--- src/rtl/mbist_pkg.sv ---
// mbist_pkg - shared definitions for the March C- memory BIST controller.
//
// Contents:
//   state_e      sequencer states (IDLE, SETUP, RUN, DRAIN, DONE)
//   op_e         memory operation type (RD, WR)
//   M0..M5       March element indices
//   elem_*()     per-element lookup: address direction, whether the element
//                reads and/or writes, and the data polarity of each.
//
// March C- table (D = all-0 background, ~D = all-1):
//   M0 up   w0      M1 up   r0,w1   M2 up   r1,w0
//   M3 down r0,w1   M4 down r1,w0   M5 up   r0
package mbist_pkg;

  typedef enum logic [2:0] {
    IDLE  = 3'd0,
    SETUP = 3'd1,
    RUN   = 3'd2,
    DRAIN = 3'd3,
    DONE  = 3'd4
  } state_e;

  typedef enum logic {
    RD = 1'b0,
    WR = 1'b1
  } op_e;

  localparam logic [2:0] M0 = 3'd0;
  localparam logic [2:0] M1 = 3'd1;
  localparam logic [2:0] M2 = 3'd2;
  localparam logic [2:0] M3 = 3'd3;
  localparam logic [2:0] M4 = 3'd4;
  localparam logic [2:0] M5 = 3'd5;

  // 1 = element walks the address space from the top down.
  function automatic logic elem_down(input logic [2:0] elem);
    logic r;
    case (elem)
      M3, M4:  r = 1'b1;
      default: r = 1'b0;
    endcase
    return r;
  endfunction

  // 1 = element performs a read at each address.
  function automatic logic elem_has_rd(input logic [2:0] elem);
    logic r;
    case (elem)
      M1, M2, M3, M4, M5: r = 1'b1;
      default:            r = 1'b0;
    endcase
    return r;
  endfunction

  // 1 = element performs a write at each address.
  function automatic logic elem_has_wr(input logic [2:0] elem);
    logic r;
    case (elem)
      M0, M1, M2, M3, M4: r = 1'b1;
      default:            r = 1'b0;
    endcase
    return r;
  endfunction

  // Polarity every read of the element expects (0 = D, 1 = ~D).
  function automatic logic elem_rd_pol(input logic [2:0] elem);
    logic r;
    case (elem)
      M2, M4:  r = 1'b1;
      default: r = 1'b0;
    endcase
    return r;
  endfunction

  // Polarity the element writes (0 = D, 1 = ~D); read-only elements use 0.
  function automatic logic elem_wr_pol(input logic [2:0] elem);
    logic r;
    case (elem)
      M1, M3:  r = 1'b1;
      default: r = 1'b0;
    endcase
    return r;
  endfunction

endpackage

--- src/rtl/mbist_cmp.sv ---
// mbist_cmp - read-data compare pipeline for the March C- BIST controller.
//
// A read issued on the memory pins at edge t is pushed here at the same edge;
// the memory returns its data two cycles later, so the entry is compared
// against rdata at edge t+2 after travelling through two register stages.
//
// Ports:
//   clk, rst_n   clock, synchronous active-low reset (clears valids and results)
//   clr          clear fail counter and first-fail capture (start of a run)
//   push         a compared read is issued on this edge
//   expected     expected read data for the pushed read
//   addr, elem   address and March element of the pushed read
//   rdata        memory read data
//   fail_cnt     saturating miscompare count
//   fail_addr    address of the first miscompare
//   fail_elem    element of the first miscompare
//   fail_data    actual XOR expected at the first miscompare
module mbist_cmp #(
  parameter int unsigned DATA_WIDTH = 8,
  parameter int unsigned ADDR_WIDTH = 4,
  parameter int unsigned CNT_WIDTH  = 8
) (
  input  logic                  clk,
  input  logic                  rst_n,
  input  logic                  clr,
  input  logic                  push,
  input  logic [DATA_WIDTH-1:0] expected,
  input  logic [ADDR_WIDTH-1:0] addr,
  input  logic [2:0]            elem,
  input  logic [DATA_WIDTH-1:0] rdata,
  output logic [CNT_WIDTH-1:0]  fail_cnt,
  output logic [ADDR_WIDTH-1:0] fail_addr,
  output logic [2:0]            fail_elem,
  output logic [DATA_WIDTH-1:0] fail_data
);

  localparam logic [CNT_WIDTH-1:0] CNT_ZERO = {CNT_WIDTH{1'b0}};
  localparam logic [CNT_WIDTH-1:0] CNT_ONE  = {{(CNT_WIDTH-1){1'b0}}, 1'b1};
  localparam logic [CNT_WIDTH-1:0] CNT_MAX  = {CNT_WIDTH{1'b1}};

  logic                  s1_vld_r;
  logic [DATA_WIDTH-1:0] s1_exp_r;
  logic [ADDR_WIDTH-1:0] s1_addr_r;
  logic [2:0]            s1_elem_r;
  logic                  s2_vld_r;
  logic [DATA_WIDTH-1:0] s2_exp_r;
  logic [ADDR_WIDTH-1:0] s2_addr_r;
  logic [2:0]            s2_elem_r;

  logic [CNT_WIDTH-1:0]  fail_cnt_r;
  logic [ADDR_WIDTH-1:0] fail_addr_r;
  logic [2:0]            fail_elem_r;
  logic [DATA_WIDTH-1:0] fail_data_r;

  logic                  miss_s;
  logic [DATA_WIDTH-1:0] diff_s;

  // Miscompare detect at the end of the pipeline.
  always_comb begin
    diff_s = rdata ^ s2_exp_r;
    if (s2_vld_r && (diff_s != {DATA_WIDTH{1'b0}})) begin
      miss_s = 1'b1;
    end else begin
      miss_s = 1'b0;
    end
  end

  // Two-stage expected/valid pipeline aligned with the memory read latency.
  always_ff @(posedge clk) begin
    if (!rst_n) begin
      s1_vld_r  <= 1'b0;
      s1_exp_r  <= {DATA_WIDTH{1'b0}};
      s1_addr_r <= {ADDR_WIDTH{1'b0}};
      s1_elem_r <= 3'd0;
      s2_vld_r  <= 1'b0;
      s2_exp_r  <= {DATA_WIDTH{1'b0}};
      s2_addr_r <= {ADDR_WIDTH{1'b0}};
      s2_elem_r <= 3'd0;
    end else begin
      s1_vld_r  <= push;
      s1_exp_r  <= expected;
      s1_addr_r <= addr;
      s1_elem_r <= elem;
      s2_vld_r  <= s1_vld_r;
      s2_exp_r  <= s1_exp_r;
      s2_addr_r <= s1_addr_r;
      s2_elem_r <= s1_elem_r;
    end
  end

  // Saturating fail counter and first-fail diagnostic capture.
  always_ff @(posedge clk) begin
    if (!rst_n) begin
      fail_cnt_r  <= CNT_ZERO;
      fail_addr_r <= {ADDR_WIDTH{1'b0}};
      fail_elem_r <= 3'd0;
      fail_data_r <= {DATA_WIDTH{1'b0}};
    end else if (clr) begin
      fail_cnt_r  <= CNT_ZERO;
      fail_addr_r <= {ADDR_WIDTH{1'b0}};
      fail_elem_r <= 3'd0;
      fail_data_r <= {DATA_WIDTH{1'b0}};
    end else if (miss_s) begin
      if (fail_cnt_r != CNT_MAX) begin
        fail_cnt_r <= fail_cnt_r + CNT_ONE;
      end else begin
        fail_cnt_r <= fail_cnt_r;
      end
      // Only the first miscompare of a run is recorded.
      if (fail_cnt_r == CNT_ZERO) begin
        fail_addr_r <= s2_addr_r;
        fail_elem_r <= s2_elem_r;
        fail_data_r <= diff_s;
      end else begin
        fail_addr_r <= fail_addr_r;
        fail_elem_r <= fail_elem_r;
        fail_data_r <= fail_data_r;
      end
    end else begin
      fail_cnt_r  <= fail_cnt_r;
      fail_addr_r <= fail_addr_r;
      fail_elem_r <= fail_elem_r;
      fail_data_r <= fail_data_r;
    end
  end

  assign fail_cnt  = fail_cnt_r;
  assign fail_addr = fail_addr_r;
  assign fail_elem = fail_elem_r;
  assign fail_data = fail_data_r;

endmodule

--- src/rtl/mbist_march_ctrl.sv ---
// mbist_march_ctrl - March C- memory BIST sequencer for a single-port array.
//
// Runs M0..M5 over addresses 0..CAPACITY, one memory operation per cycle,
// with a one-cycle SETUP (dummy read, write data preloaded) before every
// element and a two-cycle DRAIN at the end to flush the compare pipeline.
// Run length from the start-sampling edge to done is 10*N+8 cycles.
//
// Ports:
//   clk, rst_n      clock, synchronous active-low reset
//   start           run request, honoured only in IDLE or DONE
//   busy            run in progress (SETUP/RUN/DRAIN)
//   done            level, high in DONE
//   pass            valid with done, 1 = no miscompare
//   mem_write_read  memory op, 1 = write, 0 = read
//   mem_address     memory address
//   mem_wdata       memory write data (held for the whole element)
//   mem_rdata       memory read data, 2 cycles after the read
//   fail_cnt        saturating miscompare count
//   fail_addr/elem/data  first-miscompare diagnostics
module mbist_march_ctrl #(
  parameter int unsigned DATA_WIDTH = 8,
  parameter int unsigned ADDR_WIDTH = 4,
  parameter int unsigned CAPACITY   = 15,
  parameter int unsigned CNT_WIDTH  = 8
) (
  input  logic                  clk,
  input  logic                  rst_n,
  input  logic                  start,
  output logic                  busy,
  output logic                  done,
  output logic                  pass,
  output logic                  mem_write_read,
  output logic [ADDR_WIDTH-1:0] mem_address,
  output logic [DATA_WIDTH-1:0] mem_wdata,
  input  logic [DATA_WIDTH-1:0] mem_rdata,
  output logic [CNT_WIDTH-1:0]  fail_cnt,
  output logic [ADDR_WIDTH-1:0] fail_addr,
  output logic [2:0]            fail_elem,
  output logic [DATA_WIDTH-1:0] fail_data
);

  import mbist_pkg::*;

  localparam logic [ADDR_WIDTH-1:0] LAST_ADDR = ADDR_WIDTH'(CAPACITY);
  localparam logic [ADDR_WIDTH-1:0] ZERO_ADDR = {ADDR_WIDTH{1'b0}};
  localparam logic [ADDR_WIDTH-1:0] ONE_ADDR  = {{(ADDR_WIDTH-1){1'b0}}, 1'b1};

  state_e                state_r;
  logic [2:0]            elem_r;
  logic [ADDR_WIDTH-1:0] addr_r;
  op_e                   op_r;
  logic [DATA_WIDTH-1:0] wdata_r;
  logic                  drain_r;
  logic                  busy_r;
  logic                  done_r;
  logic                  pass_r;

  state_e                state_nxt_s;
  logic [2:0]            elem_nxt_s;
  logic [ADDR_WIDTH-1:0] addr_nxt_s;
  op_e                   op_nxt_s;
  logic [DATA_WIDTH-1:0] wdata_nxt_s;
  logic                  drain_nxt_s;
  logic                  clr_s;

  logic [2:0]            elem_inc_s;
  op_e                   first_op_s;
  logic                  last_op_s;
  logic                  last_addr_hit_s;

  logic                  push_s;
  logic [DATA_WIDTH-1:0] exp_s;
  logic                  busy_nxt_s;
  logic                  done_nxt_s;
  logic                  pass_nxt_s;
  logic [CNT_WIDTH-1:0]  fail_cnt_s;

  // Per-element decode of the current element and address position.
  always_comb begin
    elem_inc_s = elem_r + 3'd1;
    if (elem_has_rd(elem_r)) begin
      first_op_s = RD;
    end else begin
      first_op_s = WR;
    end
    // A read is the last op at an address only in read-only elements.
    if ((op_r == WR) || !elem_has_wr(elem_r)) begin
      last_op_s = 1'b1;
    end else begin
      last_op_s = 1'b0;
    end
    // Terminal address depends on the walking direction; never wrap.
    if (elem_down(elem_r)) begin
      last_addr_hit_s = (addr_r == ZERO_ADDR);
    end else begin
      last_addr_hit_s = (addr_r == LAST_ADDR);
    end
  end

  // Next state, next memory operation and run-start clear.
  always_comb begin
    state_nxt_s = state_r;
    elem_nxt_s  = elem_r;
    addr_nxt_s  = addr_r;
    op_nxt_s    = op_r;
    wdata_nxt_s = wdata_r;
    drain_nxt_s = drain_r;
    clr_s       = 1'b0;
    case (state_r)
      IDLE, DONE: begin
        if (start) begin
          state_nxt_s = SETUP;
          elem_nxt_s  = M0;
          addr_nxt_s  = elem_down(M0) ? LAST_ADDR : ZERO_ADDR;
          op_nxt_s    = RD;
          wdata_nxt_s = {DATA_WIDTH{elem_wr_pol(M0)}};
          drain_nxt_s = 1'b0;
          clr_s       = 1'b1;
        end else begin
          op_nxt_s = RD;
        end
      end
      SETUP: begin
        state_nxt_s = RUN;
        op_nxt_s    = first_op_s;
      end
      RUN: begin
        if (last_op_s) begin
          if (last_addr_hit_s) begin
            if (elem_r == M5) begin
              state_nxt_s = DRAIN;
              op_nxt_s    = RD;
              drain_nxt_s = 1'b0;
            end else begin
              // Next element: SETUP presents its first address and preloads
              // its write value so the first write sees stable data.
              state_nxt_s = SETUP;
              elem_nxt_s  = elem_inc_s;
              addr_nxt_s  = elem_down(elem_inc_s) ? LAST_ADDR : ZERO_ADDR;
              op_nxt_s    = RD;
              wdata_nxt_s = {DATA_WIDTH{elem_wr_pol(elem_inc_s)}};
            end
          end else begin
            if (elem_down(elem_r)) begin
              addr_nxt_s = addr_r - ONE_ADDR;
            end else begin
              addr_nxt_s = addr_r + ONE_ADDR;
            end
            op_nxt_s = first_op_s;
          end
        end else begin
          op_nxt_s = WR;
        end
      end
      DRAIN: begin
        if (drain_r) begin
          state_nxt_s = DONE;
        end else begin
          drain_nxt_s = 1'b1;
        end
      end
      default: begin
        state_nxt_s = IDLE;
        op_nxt_s    = RD;
      end
    endcase
  end

  // Status outputs and compare-pipeline push for the op issued next edge.
  always_comb begin
    busy_nxt_s = (state_nxt_s == SETUP) || (state_nxt_s == RUN) ||
                 (state_nxt_s == DRAIN);
    done_nxt_s = (state_nxt_s == DONE);
    if (done_nxt_s && (fail_cnt_s == {CNT_WIDTH{1'b0}})) begin
      pass_nxt_s = 1'b1;
    end else begin
      pass_nxt_s = 1'b0;
    end
    // SETUP dummy reads are never pushed, only RUN reads.
    if ((state_nxt_s == RUN) && (op_nxt_s == RD)) begin
      push_s = 1'b1;
    end else begin
      push_s = 1'b0;
    end
    exp_s = {DATA_WIDTH{elem_rd_pol(elem_nxt_s)}};
  end

  // Sequencer state and registered memory/status outputs.
  always_ff @(posedge clk) begin
    if (!rst_n) begin
      state_r <= IDLE;
      elem_r  <= 3'd0;
      addr_r  <= ZERO_ADDR;
      op_r    <= RD;
      wdata_r <= {DATA_WIDTH{1'b0}};
      drain_r <= 1'b0;
      busy_r  <= 1'b0;
      done_r  <= 1'b0;
      pass_r  <= 1'b0;
    end else begin
      state_r <= state_nxt_s;
      elem_r  <= elem_nxt_s;
      addr_r  <= addr_nxt_s;
      op_r    <= op_nxt_s;
      wdata_r <= wdata_nxt_s;
      drain_r <= drain_nxt_s;
      busy_r  <= busy_nxt_s;
      done_r  <= done_nxt_s;
      pass_r  <= pass_nxt_s;
    end
  end

  mbist_cmp #(
    .DATA_WIDTH (DATA_WIDTH),
    .ADDR_WIDTH (ADDR_WIDTH),
    .CNT_WIDTH  (CNT_WIDTH)
  ) u_cmp (
    .clk       (clk),
    .rst_n     (rst_n),
    .clr       (clr_s),
    .push      (push_s),
    .expected  (exp_s),
    .addr      (addr_nxt_s),
    .elem      (elem_nxt_s),
    .rdata     (mem_rdata),
    .fail_cnt  (fail_cnt_s),
    .fail_addr (fail_addr),
    .fail_elem (fail_elem),
    .fail_data (fail_data)
  );

  assign busy           = busy_r;
  assign done           = done_r;
  assign pass           = pass_r;
  assign mem_write_read = (op_r == WR);
  assign mem_address    = addr_r;
  assign mem_wdata      = wdata_r;
  assign fail_cnt       = fail_cnt_s;

endmodule

--- config.mk ---
export PLATFORM = sky130hd
export DESIGN_NAME = mbist_march_ctrl
export DESIGN_NICKNAME = d
export VERILOG_FILES = /design/src/rtl/mbist_pkg.sv /design/src/rtl/mbist_cmp.sv /design/src/rtl/mbist_march_ctrl.sv
export SDC_FILE = /design/constraint.sdc
export NUM_CORES = 1
export LEC_CHECK = 0
export CORE_MARGIN = 2
export CORE_UTILIZATION = 54
export CTS_CLUSTER_DIAMETER = 80
export DETAILED_ROUTE_END_ITERATION = 12
export GPL_ROUTABILITY_DRIVEN = 0
export GPL_TIMING_DRIVEN = 0
export PLACE_DENSITY_LB_ADDON = 0.05
export SYNTH_ARGS = -nofsm -noshare
export SYNTH_HDL_FRONTEND = slang
export SYNTH_HIERARCHICAL = 1
export SYNTH_SLANG_ARGS = --single-unit
--- constraint.sdc ---
create_clock -name clk -period 2.95 [get_ports clk]
set_input_delay 0.295 -clock clk [delete_from_list [all_inputs] [get_ports clk]]
set_output_delay 0.295 -clock clk [all_outputs]
set_load 0.02 [all_outputs]
# Word level (Yosys, flattened, before mapping)
# Index checks and enable logic that the tools add are counted.
dict set report totals {
  register_bits 57
  inputBits 11
  out_inout_bits 39
  word_cells 131
}
dict set report classes {
  addsub 4
  n_eq_ne 26
  muxes 52
  n_bitwise 3
  n_reduce_logical 27
}
# cell n
set op_table {}
lappend op_table {{2-to-1 mux 8 bit} 4}
lappend op_table {{2-to-1 mux 1 bit} 27}
lappend op_table {{equality test 3 x 2 -> 1 bit, second input constant} 8}
lappend op_table {{2-to-1 mux 3 bit} 8}
lappend op_table {{2-to-1 mux 4 bit} 6}
lappend op_table {{equality test 3 bit, second input constant} 6}
lappend op_table {{one-hot mux 8 bit (2 select lines)} 1}
lappend op_table {{equality test 3 x 1 -> 1 bit, second input constant} 4}
lappend op_table {{one-hot mux 3 bit (4 select lines)} 1}
lappend op_table {{OR reduction 2 bit} 6}
lappend op_table {{!= test 2 bit, second input constant} 5}
lappend op_table {{AND reduction 5 bit} 2}
lappend op_table {{OR reduction 5 bit} 2}
lappend op_table {{adder 8 x 1 -> 8 bit, second input constant} 1}
lappend op_table {{zero test 8 bit} 1}
lappend op_table {{!= test 8 bit, second input constant} 1}
lappend op_table {{one-hot mux 4 bit (2 select lines)} 1}
lappend op_table {{nonzero test 8 bit} 1}
lappend op_table {{bitwise XOR 8 bit} 1}
lappend op_table {{zero test 3 bit} 2}
lappend op_table {{one-hot mux 1 bit (3 select lines)} 2}
lappend op_table {{one-hot mux 3 bit (2 select lines)} 1}
lappend op_table {{adder 4 x 1 -> 4 bit, second input constant} 1}
lappend op_table {{equality test 4 bit, second input constant} 1}
lappend op_table {{13 further kinds} 19}

# Depth between registers and ports, before layout
dict set report depth {
  word_depth 13
  mapped_depth 12
  mapped_depth_nobuf 12
}

# Cells and area by module
# The synthesis kept the hierarchy.
# mod instances cells_each area_per_inst_um2 seq_area_each_um2
set modules_own_cells {}
lappend modules_own_cells {mbist_cmp 1 194 1921.8 1101.1}
lappend modules_own_cells {mbist_march_ctrl 1 141 1183.6 320.3}

# Worst setup path before layout
# Ideal clock, no wire load.
dict set report synth_timing {
  kind {register to register}
  start {register elem_r[0]}
  end {register u_cmp.s1_addr_r[3]}
  setup_ps 115
  arrival_ps 2476
  t_required_ps 2835
  path_slack_ps 359
  path_stages_with_launch 13
  path_buffers 0
  synth_period_minus_slack_ps 2591
  path_cell_list {dfxtp_1 inv_1 ha_1 mux2i_2 inv_1 ha_1 a21o_1 a21oi_1 mux2i_1 nor3_1 a31oi_1 nand3_1 and2_1}
}
dict set report synth_between {
  elab_chain_len 13
  word_cells_on_any_way 35
  classes_between {add/sub (1); eq/ne (9); mux (18); reduce/logical (7)}
}
# element line_no
set synth_lines {}
lappend synth_lines {{from (decl)} mbist_march_ctrl.sv:49} ;# logic [2:0] elem_r;
lappend synth_lines {{from (signal assigned)} mbist_march_ctrl.sv:202} ;# elem_r <= elem_nxt_s;
lappend synth_lines {{adder 3 x 1 -> 3 bit} mbist_march_ctrl.sv:80} ;# elem_inc_s = elem_r + 3'd1;
lappend synth_lines {{equality test 3 x 2 -> 1 bit or equality test 3 bit (tied branches)} mbist_pkg.sv:38} ;# case (elem)
lappend synth_lines {{OR reduction 2 bit} mbist_pkg.sv:38}
lappend synth_lines {{2-to-1 mux 1 bit} mbist_pkg.sv:38}
lappend synth_lines {{2-to-1 mux 1 bit} mbist_march_ctrl.sv:130} ;# if (elem_r == M5) begin
lappend synth_lines {{2-to-1 mux 1 bit} mbist_march_ctrl.sv:129} ;# if (last_addr_hit_s) begin
lappend synth_lines {{2-to-1 mux 1 bit} mbist_march_ctrl.sv:128} ;# if (last_op_s) begin
lappend synth_lines {{2-to-1 mux 1 bit} mbist_march_ctrl.sv:109} ;# case (state_r)
lappend synth_lines {{2-to-1 mux 4 bit} mbist_march_ctrl.sv:139} ;# addr_nxt_s = elem_down(elem_inc_s) ? LAST_ADDR : ZERO_ADDR;
lappend synth_lines {{2-to-1 mux 4 bit} mbist_march_ctrl.sv:130}
lappend synth_lines {{2-to-1 mux 4 bit *} mbist_march_ctrl.sv:129}
lappend synth_lines {{2-to-1 mux 4 bit *} mbist_march_ctrl.sv:128}
lappend synth_lines {{one-hot mux 4 bit (2 select lines) *} mbist_march_ctrl.sv:109}
lappend synth_lines {{via addr_nxt_s[3]} mbist_march_ctrl.sv:60} ;# logic [ADDR_WIDTH-1:0] addr_nxt_s;
lappend synth_lines {{to (signal assigned)} mbist_cmp.sv:73} ;# s1_addr_r <= {ADDR_WIDTH{1'b0}};
lappend synth_lines {{to (signal assigned)} mbist_cmp.sv:82} ;# s1_addr_r <= addr;
lappend synth_lines {{to (decl)} mbist_cmp.sv:43} ;# logic [ADDR_WIDTH-1:0] s1_addr_r;
# Mark *: on every way through the listed nets, which the timed path passes. The rest lies on a longest branch. The select of a mux whose other input is x is not followed.
# A chain may end at the register's enable or synchronous reset.

# Final worst setup path
# Ends and elaborated chain as after synthesis.

==> flow_results.org <==
** Clock network
- Post-CTS timing repair inserted 0 buffers for setup.
- CTS built an H-tree with a depth of 3.
- The longest clock path from root to sink contains 2 buffers.
- Clk Tree Root Cell :: sky130_fd_sc_hd__clkbuf_8
- TritonCTS created 9 clock buffers.
- Post-cts sizing count :: 0
- Clk_lat worst skew :: 350 ps
- CTS Hold Bufs :: 0
- TritonCTS Sinks :: 71
- Clock-pin slew was measured on the worst setup and hold paths at 80 ps.
- TritonCTS built the clock tree.

** Synthesis
- During synthesis, Yosys emitted a total of 6 warnings.
- After synthesis, the netlist uses 52 different library cells.
- Net count after synthesis :: 356
- Number of enable-type register cells in the synthesized netlist :: 0
- In this run the mean area of a mapped cell was 9.27 um2.
- Commonest register cell after synthesis :: sky130_fd_sc_hd__dfxtp_1
- Number of standard cells after synthesis :: 335
- After synthesis, the share of flip-flops with an asynchronous set or reset is 0.
- Counting flops and latches in the post-synthesis netlist gives 71.
- In this run the cell area of the synthesized design comes to 3110 um2.
- Of the synthesized area, sequential elements account for 0.458.

** STA
- Setup violations remaining at the end of the flow were counted as 0.
- The worst path meets setup with 185 ps of slack.
- Layout Skew :: 8.69 ps
- For the finished layout, the period the worst path requires is 2770 ps.
- Count of endpoints failing hold in the final timing report :: 0
- The final-report max-slew violation count is 0.
- Adding up every negative setup slack in the final design gives 0 ps.
- Measured against its own limit, the worst slew margin works out to 0.628.
- Highest Clock Rate :: 362 MHz
- Crit share post-route :: 0.937
- RSZ-0062 raised after global routing :: no
- Least-Margin Pin Slew :: 557 ps

** Global route
- Gr usage total :: 0.221
- First-pass GRT wire length :: 11000 um
- Entering global routing, the biggest net connects 16 pins.
- For this run the aggregate overflow at the end of global routing stands at 0.
- Number of antenna violations at the first check in global routing :: 0
- The via count of the first global-routing pass is 2401.

** Power and ir drop
- IR drop worst, VDD :: 0.000357 V
- Leak Pwr :: 1.47 nW
- Pwr Density :: 474 nW/um2

** Die
- Total Die Area :: 6370 um2
- In this run the vertical extent of the chip is 79.8 um.
- Die W :: 79.8 um
- Number of I/O pins :: 50
- For this configuration, the core starts out at a cell density of 0.561.
- Area of the placeable core :: 5540 um2
- The initialized floorplan defines 27 standard-cell rows.

** Routing
- Violation count after the first detailed-routing iteration :: 146
- Number of vias per cell after detailed routing :: 5.42
- Post-route DRC violation count :: 0
- In this run the remaining antenna-violating nets after routing total 0.
- After detailed routing, the average wire length per cell comes to 13.7 um.
- The routed design has 6480 um of wire.
- The routed layout has 2558 vias.
- The pre-antenna-repair detailed-routing pass consisted of 4 iterations.

** Placed design
- The wire-length estimate of the detail-placed layout is 4690 um.
- Post-Place Worst Slack :: 28.8 ps
- Input and output buffers added on the ports amount to 49.

** Critical path
- Class of the most critical setup path :: flip-flop to flip-flop
- Of all nets on the critical path, the largest fanout is 8.
- For the worst setup path, the data arrival time is 3010 ps.
- The worst setup path is launched from a flip-flop.
- Capturing point of the worst reg2reg path :: u_cmp/s1_addr_r[3]$_SDFF_PN0_
- STA classifies the critical path endpoint as a flip-flop.
- Critical Path RT :: 3190 ps
- Across all register-to-register paths, the minimum setup slack is 180 ps.
- Worst reg2reg startpoint :: elem_r[0]$_SDFF_PN0_
- Worst R2R Path Depth :: 12

** Final layout
- Compared with the post-synthesis result, the final layout area differs by 25.1%.
- Fraction of layout cells with a size suffix above 1 :: 0.105
- Layout net count :: 416
- N_diodes :: 0

** Run status
- The run finished with clean final reports.

** Min path
- Hold endpoint :: u_cmp/s2_exp_r[3]$_SDFF_PN0_
- In this run the most critical hold path is launched from u_cmp/s1_exp_r[3]$_SDFF_PN0_.
- Along the worst hold path, the cell count comes to 1.
- Worst min path class :: flip-flop to flip-flop

** Flow run
- Max-cap violations in this run came to 0.
[cell families (layout without fill, tap and decap cells)]
family | count (synthesis) | after routing | share of synthesized area
AOI/OAI and AO/OA | 63 | 63 | 0.134
buffers and inverters | 35 | 100 | 0.0528
xor gates and xnor gates | 10 | 10 | 0.0282
DFF | 71 | 71 | 0.458
muxes | 8 | 8 | 0.0338
adders and majority gates | 10 | 10 | 0.0427
and+or+nand+nor | 138 | 138 | 0.251
[cell usage after synthesis, types with 2 or more instances]
master                     count  area (um2)
sky130_fd_sc_hd__dfxtp_1      71        1420
sky130_fd_sc_hd__and2_1       38         238
sky130_fd_sc_hd__nor2_1       20        75.1
sky130_fd_sc_hd__nand3_1      19        95.1
sky130_fd_sc_hd__nand2_1      17        63.8
sky130_fd_sc_hd__a21oi_1      16        80.1
sky130_fd_sc_hd__inv_1        16        60.1
sky130_fd_sc_hd__o21ai_0      14        70.1
sky130_fd_sc_hd__a211oi_1     13        97.6
sky130_fd_sc_hd__ha_1          9         113
sky130_fd_sc_hd__xnor2_1       9        78.8
sky130_fd_sc_hd__buf_4         7        52.6
sky130_fd_sc_hd__clkbuf_1      7        26.3
sky130_fd_sc_hd__nor4_1        6        37.5
sky130_fd_sc_hd__buf_2         5        25.0
sky130_fd_sc_hd__mux2i_1       5        50.1
sky130_fd_sc_hd__nor3_1        5        25.0
sky130_fd_sc_hd__nor2b_1       4        25.0
sky130_fd_sc_hd__or4_1         4        30.0
sky130_fd_sc_hd__a21o_1        3        22.5
sky130_fd_sc_hd__and3_1        3        18.8
sky130_fd_sc_hd__a31oi_1       2        12.5
sky130_fd_sc_hd__and4_1        2        17.5
sky130_fd_sc_hd__nand2b_1      2        12.5
sky130_fd_sc_hd__nand4_1       2        12.5
sky130_fd_sc_hd__nor4b_1       2        17.5
sky130_fd_sc_hd__o211ai_1      2        15.0
sky130_fd_sc_hd__o21a_1        2        15.0
sky130_fd_sc_hd__o21ba_2       2        20.0
sky130_fd_sc_hd__o22ai_1       2        12.5
sky130_fd_sc_hd__o31ai_1       2        15.0
sky130_fd_sc_hd__or2_2         2        12.5
sky130_fd_sc_hd__or3_1         2        12.5
sky130_fd_sc_hd__or4_4         2        22.5
[per-stage QoR]
step | utilization | total power, W | hold slack, ps | cells | area, um2
floorplan | - | 0.00108 | 412 | 335 | 3110
global placement | 0.665 | 0.00113 | 413 | 456 | 3690
detailed placement | 0.665 | 0.00113 | 420 | 456 | 3690
CTS | 0.699 | 0.00185 | 442 | 472 | 3870
global route | 0.701 | 0.00191 | 458 | 472 | 3880
finish | 0.701 | 0.00184 | 437 | 472 | 3880
[how the worst max path moves through the flow]
stage                         startpoint  depth (start not counted)                            end  slack, ps
floorplan           elem_r[0]$_SDFF_PN0_                         12  u_cmp/s1_addr_r[3]$_SDFF_PN0_        360
global placement    elem_r[0]$_SDFF_PN0_                          9   u_cmp/s1_exp_r[2]$_SDFF_PN0_         40
detailed placement  elem_r[0]$_SDFF_PN0_                          9   u_cmp/s1_exp_r[2]$_SDFF_PN0_         30
CTS                 elem_r[0]$_SDFF_PN0_                          9   u_cmp/s1_exp_r[2]$_SDFF_PN0_          7
global route        elem_r[0]$_SDFF_PN0_                         12  u_cmp/s1_addr_r[3]$_SDFF_PN0_          8
finish              elem_r[0]$_SDFF_PN0_                         12  u_cmp/s1_addr_r[3]$_SDFF_PN0_        180
[routing by layer]
| metal | GRT usage | vias up | part of all wire | wire (um) |
|---|---|---|---|---|
| met5 | 0 | - | 0 | 0 |
| met4 | 0.105 | 0 | 0.021 | 136 |
| met3 | 0.0373 | 13 | 0.050 | 321 |
| met2 | 0.347 | 62 | 0.45 | 2910 |
| met1 | 0.296 | 1202 | 0.48 | 3110 |
| li1 | - | 1281 | - | - |
[sequential cells by signal, summed over array words and instances, names as in the netlist, 3 cells and up]
name	flops
u_cmp/s2_addr_r	4
u_cmp/fail_elem	3
u_cmp/fail_data	8
u_cmp/s1_exp_r	8
u_cmp/s2_exp_r	8
u_cmp/fail_cnt	8
mem_address	4
state_r	3
u_cmp/s1_addr_r	4
u_cmp/s1_elem_r	3
elem_r	3
u_cmp/fail_addr	4
u_cmp/s2_elem_r	3
[critical path, stage by stage (launching register included)]
cell,delay [ps]
sky130_fd_sc_hd__dfxtp_1,440
sky130_fd_sc_hd__inv_1,90
sky130_fd_sc_hd__ha_1,270
sky130_fd_sc_hd__mux2i_4,300
sky130_fd_sc_hd__inv_1,110
sky130_fd_sc_hd__ha_1,290
sky130_fd_sc_hd__a21o_1,180
sky130_fd_sc_hd__a21oi_1,250
sky130_fd_sc_hd__mux2i_1,220
sky130_fd_sc_hd__nor3_1,60
sky130_fd_sc_hd__a31oi_1,190
sky130_fd_sc_hd__nand3_1,100
sky130_fd_sc_hd__and2_1,170
[report_power, final]
| group | leakage (nW) | internal [W] | total [W] | switching, W |
|---|---|---|---|---|
| Clock | 0.0903 | 0.000324 | 0.000728 | 0.000404 |
| Sequential | 0.573 | 0.000969 | 0.000977 | 0.00000806 |
| Combinational | 0.810 | 0.0000558 | 0.000135 | 0.0000793 |
[area by class of cell]
type | instances | area (um2)
Clock buffer | 9 | 124
Clock inverter | 7 | 63.8
Multi-Input combinational cell | 229 | 1530
Buffer | 19 | 104
Timing Repair Buffer | 49 | 490
Tap cell | 72 | 90.1
Fill cell | 448 | 1660
Sequential cell | 71 | 1420
Inverter | 16 | 60.1
[placed cells by master, fill, tap and decap left out, types with 3 or more instances in the layout]
| cell type | n |
|---|---|
| sky130_fd_sc_hd__xnor2_1 | 9 |
| sky130_fd_sc_hd__and2_1 | 38 |
| sky130_fd_sc_hd__a211oi_1 | 13 |
| sky130_fd_sc_hd__clkbuf_8 | 9 |
| sky130_fd_sc_hd__clkdlybuf4s50_1 | 49 |
| sky130_fd_sc_hd__o21ai_0 | 14 |
| sky130_fd_sc_hd__ha_1 | 9 |
| sky130_fd_sc_hd__or4_1 | 4 |
| sky130_fd_sc_hd__nor3_1 | 5 |
| sky130_fd_sc_hd__inv_1 | 16 |
| sky130_fd_sc_hd__nand3_1 | 19 |
| sky130_fd_sc_hd__nor2_1 | 19 |
| sky130_fd_sc_hd__clkbuf_1 | 7 |
| sky130_fd_sc_hd__nor2b_1 | 4 |
| sky130_fd_sc_hd__a21o_1 | 3 |
| sky130_fd_sc_hd__buf_2 | 5 |
| sky130_fd_sc_hd__dfxtp_1 | 71 |
| sky130_fd_sc_hd__and3_1 | 3 |
| sky130_fd_sc_hd__nor4_1 | 6 |
| sky130_fd_sc_hd__mux2i_1 | 5 |
| sky130_fd_sc_hd__nand2_1 | 17 |
| sky130_fd_sc_hd__a21oi_1 | 16 |
| sky130_fd_sc_hd__buf_4 | 7 |
No activity file was read; power rests on OpenSTA's default activity.
==> variant: new RTL, same flow settings <==
`ADDR_WIDTH` is set to 4 in 2 places; all go to 2.
--- a/src/rtl/mbist_cmp.sv
+++ b/src/rtl/mbist_cmp.sv
@@ -18,5 +18,5 @@
 module mbist_cmp #(
   parameter int unsigned DATA_WIDTH = 8,
-  parameter int unsigned ADDR_WIDTH = 4,
+  parameter int unsigned ADDR_WIDTH = 2,
   parameter int unsigned CNT_WIDTH  = 8
 ) (
--- a/src/rtl/mbist_march_ctrl.sv
+++ b/src/rtl/mbist_march_ctrl.sv
@@ -20,5 +20,5 @@
 module mbist_march_ctrl #(
   parameter int unsigned DATA_WIDTH = 8,
-  parameter int unsigned ADDR_WIDTH = 4,
+  parameter int unsigned ADDR_WIDTH = 2,
   parameter int unsigned CAPACITY   = 15,
   parameter int unsigned CNT_WIDTH  = 8
Ports: changed (resized fail_addr and mem_address); port bits go from 50 to 46. The function was not compared with the original's and may differ.
==> variant against the unedited design <==
Sequential share of layout area fell by 2.5 points; clock power rose by 29%; final area fell by 4.7%; total power rose by 5.1%; non-clock buffer count fell by 4; sequential cell count fell by 8; die area fell by 5.8%; sequential power fell by 12%; largest power group is now clock; wire length fell by 4.5%; critical path type unchanged; fmax rose by 6.8%; area after synthesis fell by 6.1%; setup slack improved by 180 ps.
==> variant: results (changes against the unedited design) <==
post-synthesis register bit count=63 (-11%); layout cells sized above 1=12.43% (+1.9 points); GRT Total Usage=22.17% (+0.065 points); status=finished clean; mux contribution to synthesized area=2.747% (-0.64 points); Synth Area in XOR/XNOR=2.403% (-0.42 points); post-synthesis compound-gate area fraction=20.43% (+7.1 points); Worst EP arrival=2830 ps (-180 ps); Total Wirelength=6.187 mm (-4.5%); Crit Path Max Fanout=10 (+2); adder-cell share of the synthesized area=3.004% (-1.3 points); VDD IR max=0.0003162 V (-12%); via count=2,444 (-4.5%); sequential-to-total area share from yosys stat=43.26% (-2.5 points); top post-synthesis cells by count=dfxtp_1 (63), and2_1 (36), a21oi_1 (26), nand2_1 (14), nand3_1 (14); Mapped Nets=327 (-8.1%); Pre-antenna DRT Iters=4 (unchanged); pre-CTS setup slack=86.89 ps (+58.11 ps); Synth warnings=6 (unchanged); pin count of the biggest net entering global routing=14 (-2); total CTS buffers=9 (unchanged); P_leak=1.384 nW (-6.0%); Reg clk slew, reported paths=80 ps (about the same); CP max stage delay=470 ps (+30 ps); n_diodes=0 (unchanged); dpl hpwl=4.430 mm (-5.6%); clk_skew=7.978 ps (-0.7078 ps); slew at the pin closest to its max-slew limit=717.8 ps (+160.9 ps); cell family with most CP delay=multiplexers; global-route wire length before repair=10.56 mm (-4.1%); nets@finish=383 (-7.9%); Cell variety after synth=62 (+19%); H-tree Lvls=3 (unchanged); Initial DRC Count=145 (-0.68%); Port-buffer cells=45 (-8.2%); initial antenna violation count=0 (unchanged); vias in the first global route=2,285 (-4.8%); Area contributors post-synth=dfxtp_1 (43%), and2_1 (7.7%), a21oi_1 (4.5%)
==> variant: cell types whose count changed after synthesis, sizes merged, moves of 3 or more <==
cell and delta:
a211oi -5, a21oi +10, and2 -3, dfxtp -8, inv -6, nand2 -4
nand3 -5, nor2 -8, or4 -6
==> variant: logic make-up (layout without fill, tap and decap cells) <==
family                   count (synthesis)  in the layout
buffers and inverters                   29             90
AO/OA/AOI/OAI                           84             84
flip-flops                              63             63
adder cells (fa/ha/maj)                  7              7
XOR/XNOR                                 8              8
AND/OR/NAND/NOR                        111            111
multiplexers                             7              7
==> variant: path summary, 6_finish.rpt <==
path                                          from  depth (start not counted)  slack, ps            endpoint
worst max-delay path                     elem_r[0]                          8        360   u_cmp/s1_exp_r[4]
worst min-delay path            u_cmp/s1_elem_r[0]                          1        430  u_cmp/s2_elem_r[0]
worst max register to register           elem_r[0]                          8        360   u_cmp/s1_exp_r[4]
worst min register to register  u_cmp/s1_elem_r[0]                          1        430  u_cmp/s2_elem_r[0]
==> variant: stage by stage <==
step	util (%)	cells	cell area [µm²]
final	71.58	440	3702
after global routing	71.58	440	3702
after CTS	71.58	440	3702
after detailed placement	66.76	424	3453
after global placement	66.76	424	3453
after floorplan	-	309	2915
==> variant: final cells by class <==
class,count,area (µm²)
Multi-Input combinational cell,217,1500
Fill cell,388,1470
Sequential cell,63,1261
Timing Repair Buffer,45,450.4
Clock inverter,7,125.1
Clock buffer,9,123.9
Buffer,19,116.4
Tap cell,70,87.58
Inverter,10,37.54
==> variant: routing by layer <==
metal	up-vias	part of all wire [%]	track usage (%)
met2	63	48	34.70
li1	1219	-	-
met5	-	0	0
met3	5	4.2	5.698
met1	1157	47	28.58
met4	0	1.1	10.54
==> variant: worst register-to-register path, delay by kind of cell, from the launching register on <==
family | cells | cell delay, ps
compound gates | 2 | 440
fa+ha+maj | 1 | 270
buf+inv | 1 | 120
flops | 1 | 470
mux | 2 | 730
simple gates | 2 | 460
==> variant: report_power, final <==
| group | internal (mW) | leakage, nW | switching (mW) |
|---|---|---|---|
| Clock | 0.573 | 0.125 | 0.364 |
| Combinational | 0.0548 | 0.751 | 0.0775 |
| Sequential | 0.859 | 0.508 | 0.00479 |
| Total | 1.49 | 1.38 | 0.446 |
